<file path="src/rtl/jt10_adpcma_pkg.sv">
// Shared constants and helpers for the ADPCM-A pan/level mixer.
// Holds the attenuation mantissa table and the 12-bit clamp.
package jt10_adpcma_pkg;

  localparam int CH_NUM_DEF = 6;
  localparam int PCM_W      = 12;
  localparam int ACC_W      = 15;
  localparam int OUT_W      = 16;
  localparam int PROD_W     = 20;

  localparam logic [7:0] MANT [8] = '{
    8'd128, 8'd117, 8'd108, 8'd99,
    8'd91,  8'd83,  8'd76,  8'd70
  };

  localparam logic signed [ACC_W-1:0] SMAX = 15'sd2047;
  localparam logic signed [ACC_W-1:0] SMIN = -15'sd2048;

  function automatic logic [PCM_W-1:0] sat12(
    input logic signed [ACC_W-1:0] v
  );
    logic [PCM_W-1:0] r;
    if (v > SMAX)
      r = 12'h7ff;
    else if (v < SMIN)
      r = 12'h800;
    else
      r = v[PCM_W-1:0];
    return r;
  endfunction

endpackage

</file>
<file path="src/rtl/jt10_adpcma_atten.sv">
// Stage A: mantissa lookup, 12x8 multiply and shift select.
// Registers product, shift, pan, channel and valid on clk_en.
module jt10_adpcma_atten
  import jt10_adpcma_pkg::*;
(
  input  logic                     clk,
  input  logic                     rst_n,
  input  logic                     clk_en_i,
  input  logic                     vld_i,
  input  logic signed [PCM_W-1:0]  pcm_i,
  input  logic [2:0]               ch_i,
  input  logic [5:0]               atten_i,
  input  logic [1:0]               pan_i,
  output logic                     vld_o,
  output logic signed [PROD_W-1:0] prod_o,
  output logic [2:0]               shift_o,
  output logic [1:0]               pan_o,
  output logic [2:0]               ch_o
);

  logic [7:0]               mant;
  logic signed [20:0]       prod_full;
  logic signed [PROD_W-1:0] prod_d;

  logic                     vld_q;
  logic signed [PROD_W-1:0] prod_q;
  logic [2:0]               shift_q;
  logic [1:0]               pan_q;
  logic [2:0]               ch_q;

  assign mant = MANT[atten_i[2:0]];

  // |pcm * mant| <= 2^18, so the 21-bit product fits 20 bits signed
  assign prod_full = $signed({{9{pcm_i[PCM_W-1]}}, pcm_i})
                   * $signed({13'd0, mant});
  assign prod_d = prod_full[PROD_W-1:0];

  always_ff @(posedge clk or negedge rst_n) begin
    if (!rst_n) begin
      vld_q   <= 1'b0;
      prod_q  <= '0;
      shift_q <= '0;
      pan_q   <= '0;
      ch_q    <= '0;
    end else if (clk_en_i) begin
      vld_q   <= vld_i;
      prod_q  <= prod_d;
      shift_q <= atten_i[5:3];
      pan_q   <= pan_i;
      ch_q    <= ch_i;
    end
  end

  assign vld_o   = vld_q;
  assign prod_o  = prod_q;
  assign shift_o = shift_q;
  assign pan_o   = pan_q;
  assign ch_o    = ch_q;

endmodule

</file>
<file path="src/rtl/jt10_adpcma_mix.sv">
// Six-channel ADPCM-A pan/level mixer with per-frame held outputs.
// JT10_ADPCMA_SAT_EN clamps the frame sum instead of wrapping it.
module jt10_adpcma_mix
  import jt10_adpcma_pkg::*;
#(
  parameter int CH_NUM = CH_NUM_DEF
) (
  input  logic                    clk,
  input  logic                    rst_n,
  input  logic                    clk_en,
  input  logic                    pcm_vld,
  input  logic signed [PCM_W-1:0] pcm_in,
  input  logic [2:0]              pcm_ch,
  input  logic [5:0]              atten,
  input  logic [1:0]              pan,
  output logic signed [OUT_W-1:0] adpcmA_l,
  output logic signed [OUT_W-1:0] adpcmA_r,
  output logic                    out_stb,
  output logic                    seq_err
);

  localparam logic [2:0] LAST = 3'(CH_NUM - 1);

  logic       ch_ok;
  logic       accept;
  logic [2:0] exp_ch_q, exp_ch_d;
  logic       seq_err_q, seq_err_d;

  assign ch_ok  = (pcm_ch <= LAST);
  assign accept = clk_en & pcm_vld & ch_ok;

  always_comb begin
    exp_ch_d  = exp_ch_q;
    seq_err_d = seq_err_q;
    if (accept) begin
      exp_ch_d = (pcm_ch == LAST) ? 3'd0 : pcm_ch + 3'd1;
      if (pcm_ch != exp_ch_q && pcm_ch != 3'd0)
        seq_err_d = 1'b1;
    end
  end

  logic                     a_vld;
  logic signed [PROD_W-1:0] a_prod;
  logic [2:0]               a_shift;
  logic [1:0]               a_pan;
  logic [2:0]               a_ch;

  jt10_adpcma_atten u_atten (
    .clk      (clk),
    .rst_n    (rst_n),
    .clk_en_i (clk_en),
    .vld_i    (pcm_vld & ch_ok),
    .pcm_i    (pcm_in),
    .ch_i     (pcm_ch),
    .atten_i  (atten),
    .pan_i    (pan),
    .vld_o    (a_vld),
    .prod_o   (a_prod),
    .shift_o  (a_shift),
    .pan_o    (a_pan),
    .ch_o     (a_ch)
  );

  logic [3:0]              shamt;
  logic signed [ACC_W-1:0] scaled;
  logic signed [ACC_W-1:0] con_l, con_r;
  logic signed [ACC_W-1:0] sum_l, sum_r;
  logic signed [ACC_W-1:0] acc_l_q, acc_r_q;
  logic [PCM_W-1:0]        red_l, red_r;
  logic                    close;
  logic signed [OUT_W-1:0] out_l_q, out_r_q;
  logic                    stb_q;

  assign shamt  = 4'd7 + {1'b0, a_shift};
  assign scaled = ACC_W'(a_prod >>> shamt);
  assign con_l  = a_pan[1] ? scaled : '0;
  assign con_r  = a_pan[0] ? scaled : '0;

  // channel 0 restarts the frame
  assign sum_l = (a_ch == 3'd0) ? con_l : acc_l_q + con_l;
  assign sum_r = (a_ch == 3'd0) ? con_r : acc_r_q + con_r;
  assign close = a_vld & (a_ch == LAST);

`ifdef JT10_ADPCMA_SAT_EN
  assign red_l = sat12(sum_l);
  assign red_r = sat12(sum_r);
`else
  assign red_l = sum_l[PCM_W-1:0];
  assign red_r = sum_r[PCM_W-1:0];
`endif

  always_ff @(posedge clk or negedge rst_n) begin
    if (!rst_n) begin
      exp_ch_q  <= '0;
      seq_err_q <= 1'b0;
      acc_l_q   <= '0;
      acc_r_q   <= '0;
      out_l_q   <= '0;
      out_r_q   <= '0;
      stb_q     <= 1'b0;
    end else begin
      exp_ch_q  <= exp_ch_d;
      seq_err_q <= seq_err_d;
      if (clk_en) begin
        stb_q <= close;
        if (a_vld) begin
          acc_l_q <= sum_l;
          acc_r_q <= sum_r;
        end
        if (close) begin
          out_l_q <= {{(OUT_W-PCM_W){red_l[PCM_W-1]}}, red_l};
          out_r_q <= {{(OUT_W-PCM_W){red_r[PCM_W-1]}}, red_r};
        end
      end
    end
  end

  assign adpcmA_l = out_l_q;
  assign adpcmA_r = out_r_q;
  assign out_stb  = stb_q;
  assign seq_err  = seq_err_q;

endmodule

</file>
<file path="config.mk">
export PLATFORM = sky130hd
export DESIGN_NAME = jt10_adpcma_mix
export DESIGN_NICKNAME = d
export VERILOG_FILES = /design/src/rtl/jt10_adpcma_pkg.sv /design/src/rtl/jt10_adpcma_atten.sv /design/src/rtl/jt10_adpcma_mix.sv
export SDC_FILE = /design/constraint.sdc
export NUM_CORES = 1
export LEC_CHECK = 0
export BUFFER_PORTS_ARGS = -buffer_cell sky130_fd_sc_hd__buf_2
export CELL_PAD_IN_SITES_DETAIL_PLACEMENT = 1
export CELL_PAD_IN_SITES_GLOBAL_PLACEMENT = 1
export CORE_ASPECT_RATIO = 1.4
export CORE_MARGIN = 10
export CORE_UTILIZATION = 41
export DETAILED_ROUTE_END_ITERATION = 10
export PLACE_DENSITY_LB_ADDON = 0.1
export SKIP_CTS_REPAIR_TIMING = 1
export SLEW_MARGIN = 20
export SYNTH_ARGS = -nofsm -noshare
export SYNTH_HDL_FRONTEND = slang
export SYNTH_HIERARCHICAL = 1
export SYNTH_SLANG_ARGS = --single-unit
</file>
<file path="constraint.sdc">
create_clock -name clk -period 5.52 [get_ports clk]
set_input_delay 1.656 -clock clk [delete_from_list [all_inputs] [get_ports clk]]
set_output_delay 1.656 -clock clk [all_outputs]
set_load 0.05 [all_outputs]
</file>
* Yosys cells after proc, flatten, opt, wreduce, memory -nomap -nowiden *
Memories as Yosys holds them, arrays and structs flattened.
Index checks and enable logic that the tools add are counted.

operators by class
  muxes and demuxes = 7
  $add $sub $neg = 4
  order comparisons = 2
  equal/unequal tests = 3
  bitwise gates (word level) = 5
  shifts and indexed selects = 1
  reductions and logical operators = 6
  $mul = 1

operators by type and width
  operator             number
  $mux 15              4
  $add 15x15->15       2
  $mul 12x9->20        1
  $sshr 20x4->15       1
  $mux 8               2
  $eq 3x3->1 const B   2
  $reduce_and 2->1     3
  $add 3x3->4 const A  1
  $and 1x1->1          4
  $ge 4x4->1 const B   1
  $not 3->4            1
  $add 3x1->3 const B  1
  $le 3x3->1 const B   1
  $logic_not 3->1      1
  $mux 3               1
  $ne 3x3->1           1
  $reduce_bool 3->1    1
  $logic_and 1x1->1    1

word-level totals
  output and inout bits = 34
  word-level logic and storage cells = 42
  bits in registers = 88
  memories = 1
  memory bits (read-only) = 64

memory list
  memory            depth  bits a word  rd ports  clocked after memory_dff  write ports  line                     source
  (name not given)  8      8            1         0                         0            jt10_adpcma_atten.sv:31  assign mant = MANT[atten_i[2:0]];

* Depth between registers and ports, before layout *
Gate-level depths: netlist of run 1.

  depth in word-level cells = 5
  mapped depth = 20

* Cells and area by module *
The synthesis of run 1 kept the hierarchy.

modules (own cells, without submodules)
  module             cells each  area each (µm²)  instances
  jt10_adpcma_atten  517         4840.9           1
  jt10_adpcma_mix    487         4167.7           1

* Worst setup path after synthesis of run 1 *
OpenSTA, ideal clock, no wires.

  path type = input -> register
  start point = input port atten[2]
  end point = register u_atten.prod_q[16], in the netlist u_atten/prod_o[16]
  data arrival time = 6.176 ns
  stages on the path = 18
  buffers on the path = 2
  required time = 5.391 ns
  setup slack = -0.785 ns
  library setup time = 0.129 ns
  path through = clkbuf_1 > nor2_1 > a21oi_1 > clkbuf_1 > nand2_1 > fa_1 > fa_1 > inv_1 > fa_1 > inv_1 > fa_1 > inv_1 > ha_1 > a21o_1 > or3b_1 > o221ai_2 > mux2i_1 > a31oi_1

on the way
  word-level cells in the longest chain between the ends = 5

RTL lines
  element                                     line                     source
  start, declared                             jt10_adpcma_mix.sv:14    input logic [5:0] atten,
  $not 3->4 (implied by the code)             jt10_adpcma_atten.sv:31
  $mem_v2 8x8                                 -
  $mux 8 (implied by the code) (2 in series)  jt10_adpcma_atten.sv:31
  $mul 12x9->20                               jt10_adpcma_atten.sv:35  * $signed({13'd0, mant});
  end signal, assigned                        jt10_adpcma_atten.sv:47  prod_q <= prod_d;
  end, declared                               jt10_adpcma_atten.sv:26  logic signed [PROD_W-1:0] prod_q;

No other way between the ends. The select of a mux whose other input is x is not followed.
A chain may end at the register's enable or synchronous reset.

* Worst setup path after layout of run 1 *
  start point = input port atten[0]
  end point = register u_atten.prod_q[12], in the netlist u_atten/prod_o[12]

The elaborated chain is that of the path after synthesis.

==> metrics.md, run 1 <==
| Metric | Value |
|---|---|
| Count of maximum capacitance violations | `0` |
| Per-cell via count in the routed design | `5.07` |
| Status | `finished, violations left` |
| Power per cell area | `586 nW/um^2` |
| Worst max-slew margin expressed relative to the limit | `47.6%` |
| Pin slew with the least headroom to its limit | `786 ps` |
| Num ports | `61` |
| Clock buffers created by TritonCTS | `9` |
| Cells along the critical path | `buf_8 -> inv_6 -> ha_4 -> mux2_4 -> buf_6 -> buf_6 -> buf_6 -> and2_4 -> fa_2 -> ha_4 -> ha_4 -> fa_1 -> ha_2 -> fa_2 -> a21o_4 -> a2111oi_4 -> o21ai_1 -> xor2_1 -> mux2_4` |
| Final hold vios | `0` |
| Max Freq | `0.173 GHz` |
| Routed len/inst | `16.6 um` |
| Cell with the biggest individual delay on the critical path | `fa_2` |
| Nets in the synthesized netlist | `1170` |
| Number of warnings printed during yosys synthesis | `6` |
| Die outline height | `195 um` |
| Starting density of the core | `41.3%` |
| Final standard cell utilization of the core | `51.1%` |
| Filler Cell Count | `2522` |
| Total overflow reported by the global router | `0` |
| Multi-input gate area | `6740 um^2` |
| Final Hold Slack | `469 ps` |
| Root buffer cell | `clkbuf_16` |
| Max-slew violation count | `0` |
| Post-detailed-route count of antenna-violating nets | `0` |
| Post-detailed-placement half-perimeter wirelength | `19.2 mm` |
| Minimum clock period | `5790 ps` |
| Final clock skew | `7.51 ps` |
| Diode insertion count for antenna repair | `0` |
| Violations in the final reports | `setup timing` |
| Wire length of the first global-routing pass | `39.7 mm` |
| Number of clock sinks | `81` |
| Insertion delay to the later sink of the worst-skew pair | `350 ps` |
| Placed standard-cell area | `10200 um^2` |
| Routed wire length | `23.6 mm` |
| Bufs and invs on worst path | `5` |
| HP Class | `reg2reg` |
| Total area of sequential cells | `2030 um^2` |
| Critical path's largest stage delay | `540 ps` |
| Layout overhead on the synthesized area | `23.7%` |
| Number of H-tree levels | `3` |
| Static Leak | `5.35 nW` |
| Number of vias in the routed layout | `7211` |
| Number of iterations in the first detailed-routing pass | `4` |
| Crit-path max FO | `4` |
| Maximum number of pins on one net before global-route repair | `50` |
| Share of final-layout standard cells stronger than drive strength 1 | `27.9%` |
| Drt initial violations | `173` |
| Global-route usage over all layers | `16.7%` |
| Clock tree from TritonCTS | `yes` |
| Period utilisation layout | `105%` |
| Required time at the endpoint of the critical path | `5750 ps` |
| CP top delay family | `adder cells` |
| RSZ-0062 raised after global routing | `true` |
| Critical path class | `in2reg` |
| Count of buffers inserted at the top-level ports | `60` |
| Arrival time at the worst endpoint | `6020 ps` |
| Largest vdd supply drop | `231 uV` |
| Die Width | `145 um` |
| Non-Filler Cell Area, Final | `11100 um^2` |
| Worst Setup End Kind | `register` |
| Placer's final routability congestion estimate | `0.806` |
| Number of failing setup endpoints in the final timing report | `9` |
| Via count of the first global-routing pass | `8085` |
| Count of nets after finishing | `1290` |
| Total die area | `28300 um^2` |
| Average instance area after synthesis | `8.97 um^2` |
| PnR worst setup slack | `-266 ps` |
| DR DRC count | `0` |
| Largest buffer count on any clock path | `2` |
| Worst Setup Start Kind | `input pin` |
| Clock slew seen by the registers of the worst setup and hold paths | `60 ps` |
| Gate count of the mapped netlist | `1000` |
| Number of antenna violations at the first check in global routing | `0` |
| Netlist Area Pre-Place | `8970 um^2` |
| Core Box Area | `21700 um^2` |
| Standard-cell row count | `64` |
## layout by cell type (no fill, tap or decap), types with 7 or more instances in the layout
cell / n
a21oi_2: 7
a211oi_1: 7
nand2_1: 118
inv_2: 12
mux2i_1: 16
buf_6: 8
dfrtp_1: 81
ha_1: 47
buf_2: 56
nand2_2: 10
a31oi_1: 8
a21oi_1: 48
ha_4: 19
xor2_1: 10
o21ai_0: 50
xnor2_1: 25
a21o_1: 16
mux2_2: 26
nor2_1: 43
and2_1: 71
o31ai_1: 7
buf_4: 87
fa_2: 7
clkbuf_16: 9
fa_1: 69
inv_1: 116
## flip-flops by register name, summed over array words and instances, names as in the netlist
signal	count
u_atten/prod_o	19
u_atten/ch_o	3
adpcmA_r	12
u_atten/pan_o	2
seq_err	1
acc_l_q	12
acc_r_q	12
adpcmA_l	12
u_atten/shift_o	3
exp_ch_q	3
u_atten/vld_o	1
out_stb	1
## worst register-to-register path, cell delays in order, from the launching register on
cell and delay, ps:
dfrtp_1 340, inv_1 90, ha_1 570, mux4_2 590, nand2_1 80, o21ai_0 110
nor2_1 120, a21oi_1 110, and2_1 210, ha_1 200, fa_1 440, a21o_1 200
a221oi_2 360, o21bai_2 140, a2111oi_4 390, nor4_1 90, nor2_1 180, o21ai_1 90
## power by group
| group | switching [mW] | total, mW | internal (mW) |
|---|---|---|---|
| Combinational | 2.62 | 4.78 | 2.16 |
| Sequential | 0.180 | 1.02 | 0.836 |
| Clock | 0.243 | 0.697 | 0.453 |
| Total | 3.05 | 6.50 | 3.45 |
## worst paths after layout
check / start / endpoint / slack, ps / depth (start not counted)
max: atten[0] / u_atten/prod_o[12] / -270 / 19
min: adpcmA_r[7] / adpcmA_r[7] / 470 / 2
max reg2reg: u_atten/shift_o[0] / adpcmA_r[10] / 1090 / 17
min reg2reg: adpcmA_r[7] / adpcmA_r[7] / 470 / 2
max in group asynchronous: rst_n / acc_l_q[7] / 3280 / 2
min in group asynchronous: rst_n / acc_r_q[7] / 1240 / 1
## layout make-up
class	instances	share of cell area, %
multi-input combinational	743	60.8
sequential	81	18.3
timing repair buffer	155	9.90
inverter	130	4.56
tap	297	3.35
clock buffer	11	2.19
clock inverter	5	0.925
## layer usage
layer | up-vias | part of all wire [%] | global-route usage (%)
li1 | 3540 | - | -
met1 | 3569 | 37 | 16.6
met2 | 72 | 60 | 34.6
met3 | 30 | 1.7 | 1.92
met4 | 0 | 2.1 | 5.23
met5 | - | 0 | 0
## stage by stage
step                power [mW]  setup slack (ps)  cells  setup TNS [ps]
finish                    6.50              -266   1422           -1640
floorplan                 4.32              -338   1000           -2190
detailed placement        5.60              -945   1390          -10170
CTS                       6.34              -574   1406           -5400
global placement          5.47              -836   1390           -8790
global route              7.16              -376   1422           -2930
(Power assumes the default switching activity.)
==> run 2: changes to the inputs <==
--- a/config.mk
+++ b/config.mk
@@ -12,6 +12,7 @@
 export CORE_MARGIN = 10
 export CORE_UTILIZATION = 41
 export DETAILED_ROUTE_END_ITERATION = 10
+export GPL_ROUTABILITY_DRIVEN = 0
 export PLACE_DENSITY_LB_ADDON = 0.1
 export SKIP_CTS_REPAIR_TIMING = 1
 export SLEW_MARGIN = 20
@@ -19,3 +20,4 @@
 export SYNTH_HDL_FRONTEND = slang
 export SYNTH_HIERARCHICAL = 1
 export SYNTH_SLANG_ARGS = --single-unit
+export TNS_END_PERCENT = 5
==> metrics.md, run 2 (synthesized netlist as in run 1, its figures left out) <==
| Metric | Value |
|---|---|
| Share of final-layout standard cells stronger than drive strength 1 | `21.7%` |
| Insertion delay to the later sink of the worst-skew pair | `350 ps` |
| Total instance count after detailed placement | `1386` |
| PnR worst setup slack | `-407 ps` |
| Minimum clock period | `5930 ps` |
| Num ports | `61` |
| Count of nets after finishing | `1271` |
| Most used cells in the layout excluding fill and tap cells | `nand2_1, inv_1, dfrtp_1, buf_4, and2_1` |
| Number of vias in the routed layout | `7136` |
| HP Class | `reg2reg` |
| Clock slew seen by the registers of the worst setup and hold paths | `60 ps` |
| Routed wire length | `22.7 mm` |
| Layout overhead on the synthesized area | `17.7%` |
| Worst Setup Start Kind | `input pin` |
| Core Box Area | `21700 um^2` |
| Die outline height | `195 um` |
| Max-slew violation count | `0` |
| Count of buffers inserted at the top-level ports | `60` |
| Count of maximum capacitance violations | `0` |
| Global-route usage over all layers | `16.3%` |
| Largest vdd supply drop | `182 uV` |
| Max reg flops | `19` |
| DP Worst Slack | `-1000 ps` |
| Post-detailed-placement half-perimeter wirelength | `18.7 mm` |
| Bufs and invs on worst path | `7` |
| Power per cell area | `588 nW/um^2` |
| Routed len/inst | `16.2 um` |
| Diode insertion count for antenna repair | `0` |
| Per-cell via count in the routed design | `5.09` |
| Largest buffer count on any clock path | `2` |
| Pin slew with the least headroom to its limit | `807 ps` |
| Required time at the endpoint of the critical path | `5740 ps` |
| Post-detailed-route count of antenna-violating nets | `0` |
| Worst Setup End Kind | `register` |
| Final clock skew | `11.0 ps` |
| Status | `finished, violations left` |
| Total die area | `28300 um^2` |
| Period utilisation layout | `107%` |
| Critical path class | `in2reg` |
| Number of failing setup endpoints in the final timing report | `12` |
| Clock tree from TritonCTS | `yes` |
| Die Width | `145 um` |
| DR DRC count | `0` |
| Maximum number of pins on one net before global-route repair | `82` |
| Most frequent standard cell in the layout excluding fill and tap cells | `nand2_1` |
| Static Leak | `5.17 nW` |
| Starting density of the core | `41.3%` |
| Critical path's largest stage delay | `520 ps` |
| Cell with the biggest individual delay on the critical path | `fa_1` |
| Clock buffers created by TritonCTS | `9` |
| Worst max-slew margin expressed relative to the limit | `45.6%` |
| Number of H-tree levels | `3` |
| Number of iterations in the first detailed-routing pass | `4` |
| Total overflow reported by the global router | `0` |
| Number of clock sinks | `81` |
| Standard-cell row count | `64` |
| Wire length of the first global-routing pass | `38.8 mm` |
| Cells along the critical path | `buf_4 -> inv_12 -> buf_4 -> ha_4 -> mux2_4 -> buf_4 -> nand2_1 -> fa_1 -> fa_1 -> inv_1 -> ha_1 -> inv_1 -> fa_1 -> inv_1 -> fa_2 -> a21o_4 -> a211o_4 -> o221ai_4 -> mux2i_1 -> a31oi_1` |
| CP top delay family | `adder cells` |
| Final hold vios | `0` |
| Crit-path max FO | `7` |
| Max Freq | `0.169 GHz` |
| Root buffer cell | `clkbuf_16` |
| Violations in the final reports | `setup timing` |
| Arrival time at the worst endpoint | `6150 ps` |
| RSZ-0062 raised after global routing | `true` |
| Number of antenna violations at the first check in global routing | `0` |
| Via count of the first global-routing pass | `7850` |
| Drt initial violations | `171` |
| Layout Cells excl Fill | `1403` |
run 2: changes by cell type in the layout (fill, tap and decap cells not counted), moves of 9 or more:
cell     delta
ha_1       +11
inv_1      +11
inv_2      -11
nand2_1    +11
ha_4       -10
buf_4       -9
run 2: worst register-to-register path, stage by stage, from the launching register on:
cell and delay (ps):
dfrtp_1 380, inv_1 150, ha_1 340, xor2_2 570, and2_1 280, a21oi_1 50
o21ai_0 650, and2_1 230, ha_1 270, a211o_1 290, a211oi_2 240, nand2_1 80
a221o_1 370, and3_1 170, a41oi_1 150, nand3_1 90
run 2: per-stage QoR:
stage	power (mW)	TNS [ps]	area, um^2	util [%]	hold slack, ps
2_1_floorplan	4.20	-2540	9130	-	456
3_3_place_gp	5.35	-10690	10100	46.5	455
3_5_place_dp	5.46	-11520	10100	46.5	453
4_1_cts	6.20	-6460	10400	48.1	468
5_1_grt	6.85	-5970	10600	48.7	487
6_report	6.21	-3970	10600	48.7	463
run 2: final cells by class:
type                    instances  area, um^2
fillers                      2560       11100
multi-input cells             741        6420
flip-flops and latches         81        2030
repair buffers                138         898
inverters                     130         503
well taps                     297         372
clock buffers                   9         225
clock inverters                 7         119
run 2: metal layers:
layer  vias to the layer above  GRT usage (%)  wire, um
li1                       3496              -         -
met2                        57           33.5     13200
met3                        24           1.85       326
met5                         -              0         0
met1                      3559           16.4      8730
met4                         0           5.16       478
run 2: path summary, 6_finish.rpt:
kind / from / to / slack (ps) / cells past startpoint
max: atten[1] / u_atten/prod_o[16] / -410 / 20
min: seq_err / seq_err / 460 / 1
max reg2reg: u_atten/shift_o[0] / acc_r_q[11] / 1090 / 15
min reg2reg: seq_err / seq_err / 460 / 1
max in group asynchronous: rst_n / u_atten/prod_o[8] / 3630 / 1
min in group asynchronous: rst_n / adpcmA_r[7] / 1360 / 1
run 2: where the power goes:
| part | internal [mW] | total [mW] | switching, mW |
|---|---|---|---|
| Sequential | 0.835 | 1.02 | 0.184 |
| Clock | 0.442 | 0.699 | 0.257 |
| Combinational | 1.99 | 4.49 | 2.50 |
